$ cat src/rtl/mips_bus_initiator_if.sv
// Memory-bus bundle between the MIPS bus initiator (master) and the external
// memory responder (slave): word address, strobes, byte enables and stall.
interface mips_bus_initiator_if;
  logic [31:0] address;
  logic        write;
  logic        read;
  logic        waitrequest;
  logic [31:0] writedata;
  logic [3:0]  byteenable;
  logic [31:0] readdata;

  modport master (
    output address, write, read, writedata, byteenable,
    input  waitrequest, readdata
  );

  modport slave (
    input  address, write, read, writedata, byteenable,
    output waitrequest, readdata
  );
endinterface

$ cat src/rtl/mips_bus_initiator.sv
// Single-outstanding bus master for the MIPS core: arbitrates fetch and data
// requests (data first), runs the bus handshake and aborts stalled accesses.
module mips_bus_initiator #(
  parameter int TIMEOUT_CYCLES = 1024
) (
  input  logic        clk,
  input  logic        reset,
  input  logic        fetch_req,
  input  logic [31:0] fetch_addr,
  output logic        fetch_ready,
  output logic [31:0] fetch_data,
  input  logic        data_req,
  input  logic        data_we,
  input  logic [31:0] data_addr,
  input  logic [31:0] data_wdata,
  input  logic [3:0]  data_be,
  output logic        data_ready,
  output logic [31:0] data_rdata,
  output logic        bus_error,
  output logic        busy,
  mips_bus_initiator_if.master bus
);

  localparam int CW = $clog2(TIMEOUT_CYCLES) + 1;

  typedef enum logic [1:0] {IDLE, BUS, RDWAIT, DONE} state_t;

  state_t      state_reg, state_next;
  logic [31:0] address_reg, address_next;
  logic [31:0] writedata_reg, writedata_next;
  logic [3:0]  byteenable_reg, byteenable_next;
  logic        read_reg, read_next;
  logic        write_reg, write_next;
  logic        src_data_reg, src_data_next;
  logic [CW-1:0] stall_reg, stall_next;
  logic [31:0] fetch_data_reg, fetch_data_next;
  logic [31:0] data_rdata_reg, data_rdata_next;
  logic        error_reg, error_next;

  always_ff @(posedge clk or negedge reset) begin
    if (!reset) begin
      state_reg      <= IDLE;
      address_reg    <= '0;
      writedata_reg  <= '0;
      byteenable_reg <= '0;
      read_reg       <= 1'b0;
      write_reg      <= 1'b0;
      src_data_reg   <= 1'b0;
      stall_reg      <= '0;
      fetch_data_reg <= '0;
      data_rdata_reg <= '0;
      error_reg      <= 1'b0;
    end else begin
      state_reg      <= state_next;
      address_reg    <= address_next;
      writedata_reg  <= writedata_next;
      byteenable_reg <= byteenable_next;
      read_reg       <= read_next;
      write_reg      <= write_next;
      src_data_reg   <= src_data_next;
      stall_reg      <= stall_next;
      fetch_data_reg <= fetch_data_next;
      data_rdata_reg <= data_rdata_next;
      error_reg      <= error_next;
    end
  end

  always_comb begin
    state_next      = state_reg;
    address_next    = address_reg;
    writedata_next  = writedata_reg;
    byteenable_next = byteenable_reg;
    read_next       = read_reg;
    write_next      = write_reg;
    src_data_next   = src_data_reg;
    stall_next      = stall_reg;
    fetch_data_next = fetch_data_reg;
    data_rdata_next = data_rdata_reg;
    error_next      = error_reg;

    case (state_reg)
      IDLE: begin
        // Data wins a tie so loads/stores never starve behind fetches
        if (data_req) begin
          state_next      = BUS;
          src_data_next   = 1'b1;
          stall_next      = '0;
          address_next    = {data_addr[31:2], 2'b00};
          if (data_we) begin
            write_next      = 1'b1;
            byteenable_next = data_be;
            writedata_next  = data_wdata;
          end else begin
            read_next       = 1'b1;
            byteenable_next = 4'b1111;
            writedata_next  = '0;
          end
        end else if (fetch_req) begin
          state_next      = BUS;
          src_data_next   = 1'b0;
          stall_next      = '0;
          address_next    = {fetch_addr[31:2], 2'b00};
          read_next       = 1'b1;
          byteenable_next = 4'b1111;
          writedata_next  = '0;
        end
      end

      BUS: begin
        if (!bus.waitrequest) begin
          state_next      = write_reg ? DONE : RDWAIT;
          read_next       = 1'b0;
          write_next      = 1'b0;
          address_next    = '0;
          byteenable_next = '0;
          writedata_next  = '0;
        end else if (stall_reg == CW'(TIMEOUT_CYCLES - 1)) begin
          // Abort skips RDWAIT so the read-data registers keep their value
          state_next      = DONE;
          read_next       = 1'b0;
          write_next      = 1'b0;
          address_next    = '0;
          byteenable_next = '0;
          writedata_next  = '0;
          error_next      = 1'b1;
        end else begin
          stall_next = stall_reg + 1'b1;
        end
      end

      RDWAIT: begin
        state_next = DONE;
        if (src_data_reg) begin
          data_rdata_next = bus.readdata;
        end else begin
          fetch_data_next = bus.readdata;
        end
      end

      DONE: begin
        state_next = IDLE;
      end

      default: begin
        state_next = IDLE;
      end
    endcase
  end

  assign fetch_ready    = (state_reg == DONE) && !src_data_reg;
  assign data_ready     = (state_reg == DONE) &&  src_data_reg;
  assign busy           = (state_reg != IDLE);
  assign fetch_data     = fetch_data_reg;
  assign data_rdata     = data_rdata_reg;
  assign bus_error      = error_reg;

  assign bus.address    = address_reg;
  assign bus.read       = read_reg;
  assign bus.write      = write_reg;
  assign bus.writedata  = writedata_reg;
  assign bus.byteenable = byteenable_reg;

endmodule

$ cat src/flat_wrapper.sv
// flat-port wrapper written by rule: the top's interface ports become plain ports
module mips_bus_initiator_flat 
#(
  parameter int TIMEOUT_CYCLES = 1024
)
  (clk, reset, fetch_req, fetch_addr, fetch_ready, fetch_data, data_req, data_we, data_addr, data_wdata, data_be, data_ready, data_rdata, bus_error, busy, bus_address, bus_write, bus_read, bus_writedata, bus_byteenable, bus_waitrequest, bus_readdata);
  mips_bus_initiator_if bus_i ();
  input  logic clk;
  input  logic reset;
  input  logic fetch_req;
  input  logic [31:0] fetch_addr;
  output logic fetch_ready;
  output logic [31:0] fetch_data;
  input  logic data_req;
  input  logic data_we;
  input  logic [31:0] data_addr;
  input  logic [31:0] data_wdata;
  input  logic [3:0] data_be;
  output logic data_ready;
  output logic [31:0] data_rdata;
  output logic bus_error;
  output logic busy;
  output wire logic [$bits(bus_i.address)-1:0] bus_address;
  output wire logic [$bits(bus_i.write)-1:0] bus_write;
  output wire logic [$bits(bus_i.read)-1:0] bus_read;
  output wire logic [$bits(bus_i.writedata)-1:0] bus_writedata;
  output wire logic [$bits(bus_i.byteenable)-1:0] bus_byteenable;
  input wire logic [$bits(bus_i.waitrequest)-1:0] bus_waitrequest;
  input wire logic [$bits(bus_i.readdata)-1:0] bus_readdata;
  assign bus_address = bus_i.address;
  assign bus_write = bus_i.write;
  assign bus_read = bus_i.read;
  assign bus_writedata = bus_i.writedata;
  assign bus_byteenable = bus_i.byteenable;
  assign bus_i.waitrequest = bus_waitrequest;
  assign bus_i.readdata = bus_readdata;
  mips_bus_initiator #(.TIMEOUT_CYCLES(TIMEOUT_CYCLES)) u_core (.clk(clk), .reset(reset), .fetch_req(fetch_req), .fetch_addr(fetch_addr), .fetch_ready(fetch_ready), .fetch_data(fetch_data), .data_req(data_req), .data_we(data_we), .data_addr(data_addr), .data_wdata(data_wdata), .data_be(data_be), .data_ready(data_ready), .data_rdata(data_rdata), .bus_error(bus_error), .busy(busy), .bus(bus_i));
endmodule
$ cat config.mk
export PLATFORM = sky130hd
export DESIGN_NAME = mips_bus_initiator_flat
export DESIGN_NICKNAME = d
export VERILOG_FILES = /design/src/rtl/mips_bus_initiator_if.sv /design/src/rtl/mips_bus_initiator.sv /design/src/flat_wrapper.sv
export SDC_FILE = /design/constraint.sdc
export NUM_CORES = 1
export LEC_CHECK = 0
export ABC_CLOCK_PERIOD_IN_PS = 2100
export CORE_AREA = 2 2 160 162
export DETAILED_ROUTE_END_ITERATION = 7
export DIE_AREA = 0 0 162 164
export PLACE_DENSITY = 0.55
export SLEW_MARGIN = 20
export SYNTH_ARGS = -nofsm -noshare
export SYNTH_HDL_FRONTEND = slang
export SYNTH_SLANG_ARGS = --single-unit
$ cat constraint.sdc
create_clock -name clk -period 2.1 [get_ports clk]
set_input_delay 0.42 -clock clk [delete_from_list [all_inputs] [get_ports clk]]
set_output_delay 0.42 -clock clk [all_outputs]
set_load 0.01 [all_outputs]
Yosys cells after proc, flatten, opt, wreduce, memory -nomap -nowiden
Index checks and enable logic that the tools add are counted.
{"block": "totals", "output_inout_bits": 138, "input_bits": 138, "elab_cells": 77, "latch_bits": 0, "rom_bits": 0, "n_memories": 0, "register_bits": 149, "ram_bits": 0}
{"block": "op_classes", "addsub": 1, "n_shift": 0, "div_mod_pow": 0, "order_cmp": 0, "n_reduce_logical": 16, "multipliers": 0, "n_eq_ne": 11, "bitwise_logic": 1, "mux": 37}
{"op": "32-bit 2-to-1 mux", "n": 7}
{"op": "32-bit case mux with 2 select lines", "n": 2}
{"op": "11-bit 2-to-1 mux", "n": 4}
{"op": "11-bit case mux with 2 select lines", "n": 1}
{"op": "4-bit 2-to-1 mux", "n": 5}
{"op": "4-bit AND reduction", "n": 3}
{"op": "11-bit by 1-bit adder with 11-bit output (second input constant)", "n": 1}
{"op": "11-bit by 10-bit == test with 1-bit output (second input constant)", "n": 1}
{"op": "1-bit 2-to-1 mux", "n": 10}
{"op": "2-bit 2-to-1 mux", "n": 4}
{"op": "2-bit != test (second input constant)", "n": 4}
{"op": "2-bit case mux with 4 select lines", "n": 1}
{"op": "4-bit case mux with 2 select lines", "n": 1}
{"op": "2-bit AND reduction", "n": 4}
{"op": "3-bit != test (second input constant)", "n": 2}
{"op": "3-bit AND reduction", "n": 2}
{"op": "2-bit nonzero test", "n": 3}
{"op": "2-bit == test (second input constant)", "n": 2}
{"op": "1-bit case mux with 2 select lines", "n": 2}
{"op": "3-bit by 2-bit != test with 1-bit output (second input constant)", "n": 1}
{"op": "2-bit by 1-bit == test with 1-bit output (second input constant)", "n": 1}
{"op": "1-bit logical AND", "n": 2}
{"op": "2-bit zero test", "n": 1}
{"op": "1-bit zero test", "n": 1}
{"op": "1-bit inverter", "n": 1}

Longest topological paths before layout
{"block": "depth", "depth_word": 4, "depth_mapped": 8, "mapped_depth_nobuf": 6}

Worst setup path before layout
Ideal clock, no wire load.
{"block": "synth_timing", "path_type": "reg-to-reg", "from": "register u_core.stall_reg[0]", "to": "register u_core.state_reg[1]", "path_slack_ns": 0.236, "required_ns": 1.975, "synth_period_minus_slack_ns": 1.864, "arrival_time_ns": 1.740, "setup_ns": 0.125, "stages_incl_launch_ff": 7, "n_path_buf": 1, "path_cell_list": "dfrtp_1 ha_1 and3_1 and4_1 buf_4 o21ai_0 mux2_2"}
{"block": "synth_via", "elab_chain_cells": 3}
{"item": "from (decl)", "line_no": "mips_bus_initiator.sv:35", "source": "logic [CW-1:0] stall_reg, stall_next;"}
{"item": "from (signal assigned)", "line_no": "mips_bus_initiator.sv:61", "source": "stall_reg <= stall_next;"}
{"item": "11-bit by 10-bit == test with 1-bit output", "line_no": "mips_bus_initiator.sv:117", "source": "end else if (stall_reg == CW'(TIMEOUT_CYCLES - 1)) begin"}
{"item": "3-bit by 2-bit != test with 1-bit output (no line)"}
{"item": "2-bit AND reduction (no line)"}
{"item": "to (signal assigned)", "line_no": "mips_bus_initiator.sv:54", "source": "state_reg <= state_next;"}
{"item": "to (decl)", "line_no": "mips_bus_initiator.sv:28", "source": "state_t state_reg, state_next;"}
Every way passes these cells.
A chain may end at the register's enable or synchronous reset.

Worst setup path in the final report
{"block": "layout_timing", "from": "register u_core.state_reg[1]", "to": "output busy"}
{"block": "layout_via", "elab_chain_cells": 1}
{"item": "2-bit nonzero test", "line_no": "mips_bus_initiator.sv:152", "source": "assign busy = (state_reg != IDLE);"}
{"item": "to (decl)", "line_no": "flat_wrapper.sv:22", "source": "output logic busy;"}
Every way passes these cells.

==> impl_metrics.yaml <==
run_status:
  status: "finished clean"
floorplan:
  coreArea_um2: 24800
  fp-row-count: 58
  start_util: 0.246
  die-area_um2: 26600
  die_y_um: 164
  chipWidth_um: 162
  pin_count: 276
clock_tree:
  clkTransAtPathRegs_ps: 60
  cts_tree: "built"
  cts.sinks: 147
  clock_latency_ps: 430
  htree_levels: 4
  root_buffer: "clkbuf_16"
  cts.path.max_buffers: 2
  cts-buffers-inserted: 17
final_layout:
  layout.nets: 930
  synthToLayoutAreaGrowth_pct: 63.1
  antenna_cells: 0
  final_common_cell: "clkdlybuf4s50_1"
  fillers: 2471
  drive_gt1_frac: 0.126
  utilization: 0.402
  final_cell_mix: "264 x clkdlybuf4s50_1, 147 x dfrtp_1, 114 x nand2_1, 35 x o2bb2ai_1"
  stdcell_area_um2: 9980
  final_cells: 1130
min_path:
  whs_path_depth: 2
  min_from: "data_req"
  hold_path.class: "in -> reg"
  holdPathEnd: "u_core.src_data_reg$_DFFE_PN0P_"
placement:
  dp_cells: 1096
  hpwl_um: 13200
  port_buffers: 269
  gp_congestion: 0.763
  place_area_um2: 9350
drt:
  wl_per_cell_um: 16.5
  drtIter0Drc: 169
  vias: 5023
  via_per_inst: 4.45
  first_pass_iters: 4
  ant_nets: 0
  drc: 0
  wl_um: 18700
worst_setup_path:
  worst_r2r_path_depth: 6
  r2r_slack_ps: 100
  end_kind: "output pin"
  cp_slowest_stage_delay_ps: 420
  cp_data_arrival_time_ps: 1590
  crit_fanout: 6
  r2r-end: "u_core.stall_reg[3]$_DFFE_PN0P_"
  r2r-start: "u_core.state_reg[1]$_DFFE_PN0P_"
  crit_chain: "inv_2 > ha_4 > buf_6 > inv_1 > dlygate4sd2_1"
  slowest_stage: "dfrtp_1"
  worstSetupPathType: "reg -> out"
  cp-start-kind: "flip-flop"
  required_ps: 1680
sta:
  finClkSkew_ps: 15.7
  tightest_slew_ps: 529
  fmax_mhz: 498
  setup_violations: 0
  fin_tns_setup_ps: 0
  drv_slew: 0
  finalHoldViolCount: 0
  timing.final.crit_share: 0.956
  slew-limit-headroom: 0.648
  fin_crit_ps: 2010
pwr:
  peakVddDrop_mv: 0.486
  powerDensity_nw_per_um2: 1380
  power_mw: 13.8
  p_leak_nw: 4.34
synthesis:
  mappedNetlistArea_um2: 6110
  yosys_warnings: 0
  ys_seq_area_frac: 0.602
  synth.distinct_cells: 46
  postSynthCellCount: 508
  syn_avg_cell_area_um2: 12.0
  ys_ff_latch: 147
global_routing:
  grt_usage: 0.144
  grt_max_degree: 52
  grt_overflow: 0
  grt_pass1_wl_um: 29500
  antenna_found_initial: 0
  grt_pass1_vias: 5172
run:
  maxCapViolCount: 0
## layout make-up
class | instances | area (µm²) | area share
Clock inverter | 13 | 136 | 0.0137
Multi-Input combinational cell | 324 | 2300 | 0.231
Inverter | 5 | 18.8 | 0.00188
Timing Repair Buffer | 292 | 2980 | 0.298
Clock buffer | 19 | 453 | 0.0454
Tap cell | 330 | 413 | 0.0414
Sequential cell | 147 | 3680 | 0.369
## layer usage
layer,global-route usage,share of wire,vias to the layer above
li1,-,-,2382
met1,0.187,0.45,2436
met2,0.223,0.46,189
met3,0.0533,0.078,16
met4,0.0434,0.011,0
met5,0,0,-
## through the flow
step                      hold WS, ps  setup slack [ps]
after global routing              408             -2.26
after detailed placement          428              44.8
after floorplan                   124               236
final                             412              91.5
after CTS                         392              7.71
after global placement            428              54.1
## repair_timing
action,CTS,global route
buffers inserted,0,1
pin swaps,1,0
hold buffers,1,0
resized for setup,5,5
setup endpoints to repair,3,11
hold endpoints to repair,48,0
## critical path: cells and delay by family, from the launching register on
kind / cells / cell delay (ps)
flip-flops: 1 / 420
buffers and inverters: 4 / 560
adder cells (fa/ha/maj): 1 / 180
## cells in the mapped netlist (all sizes together)
cell type,instances,area (µm²)
o311ai,4,35.0
inv,5,18.8
nand4,1,6.26
or3b,1,8.76
o2bb2ai,35,307
ha,5,62.6
o22ai,1,6.26
a31o,1,8.76
a21o,1,7.51
nor2,7,26.3
a211oi,2,15.0
a22o,33,289
a21boi,1,7.51
and2,3,18.8
nand2,114,428
mux2i,31,310
dfrtp,147,3680
nor2b,4,25.0
a41o,2,20.0
mux2,33,372
o41ai,1,8.76
nand2b,4,25.0
nand3,5,25.0
buf,20,123
o221a,1,11.3
clkbuf,13,48.8
and3,3,18.8
a41oi,1,8.76
conb,1,3.75
o221ai,3,32.5
and4,2,17.5
or3,2,12.5
a21oi,6,33.8
nor3b,1,7.51
a31oi,3,18.8
o21ai,7,38.8
a22oi,1,7.51
o211ai,3,22.5
## worst max path at each step
stage                                    start  cells after the start  slack, ps                               to
3_3_place_gp                         fetch_req                      5         50  u_core.stall_reg[3]$_DFFE_PN0P_
4_1_cts        u_core.state_reg[0]$_DFFE_PN0P_                      5          8                             busy
3_5_place_dp                         fetch_req                      5         40  u_core.stall_reg[3]$_DFFE_PN0P_
6_report       u_core.state_reg[1]$_DFFE_PN0P_                      5         90                             busy
2_1_floorplan  u_core.stall_reg[0]$_DFFE_PN0P_                      6        240  u_core.state_reg[1]$_DFFE_PN0P_
5_1_grt        u_core.state_reg[1]$_DFFE_PN0P_                      6         -2  u_core.stall_reg[3]$_DFFE_PN0P_
## cells by family (layout without fill, tap and decap cells)
group / Yosys count / after routing / share of synthesized area
AOI/OAI and AO/OA: 106 / 106 / 0.144
DFF: 147 / 147 / 0.602
other: 1 / 2 / 0.000613
buffers and inverters: 38 / 329 / 0.0311
muxes: 64 / 64 / 0.112
adders and majority gates: 5 / 5 / 0.0102
and+or+nand+nor: 147 / 147 / 0.101
## power breakdown
group | switching (mW) | internal (mW)
sequential | 0.632 | 3.95
combinational | 2.79 | 3.38
clock | 1.33 | 1.73
No activity file was read; power rests on OpenSTA's default activity.
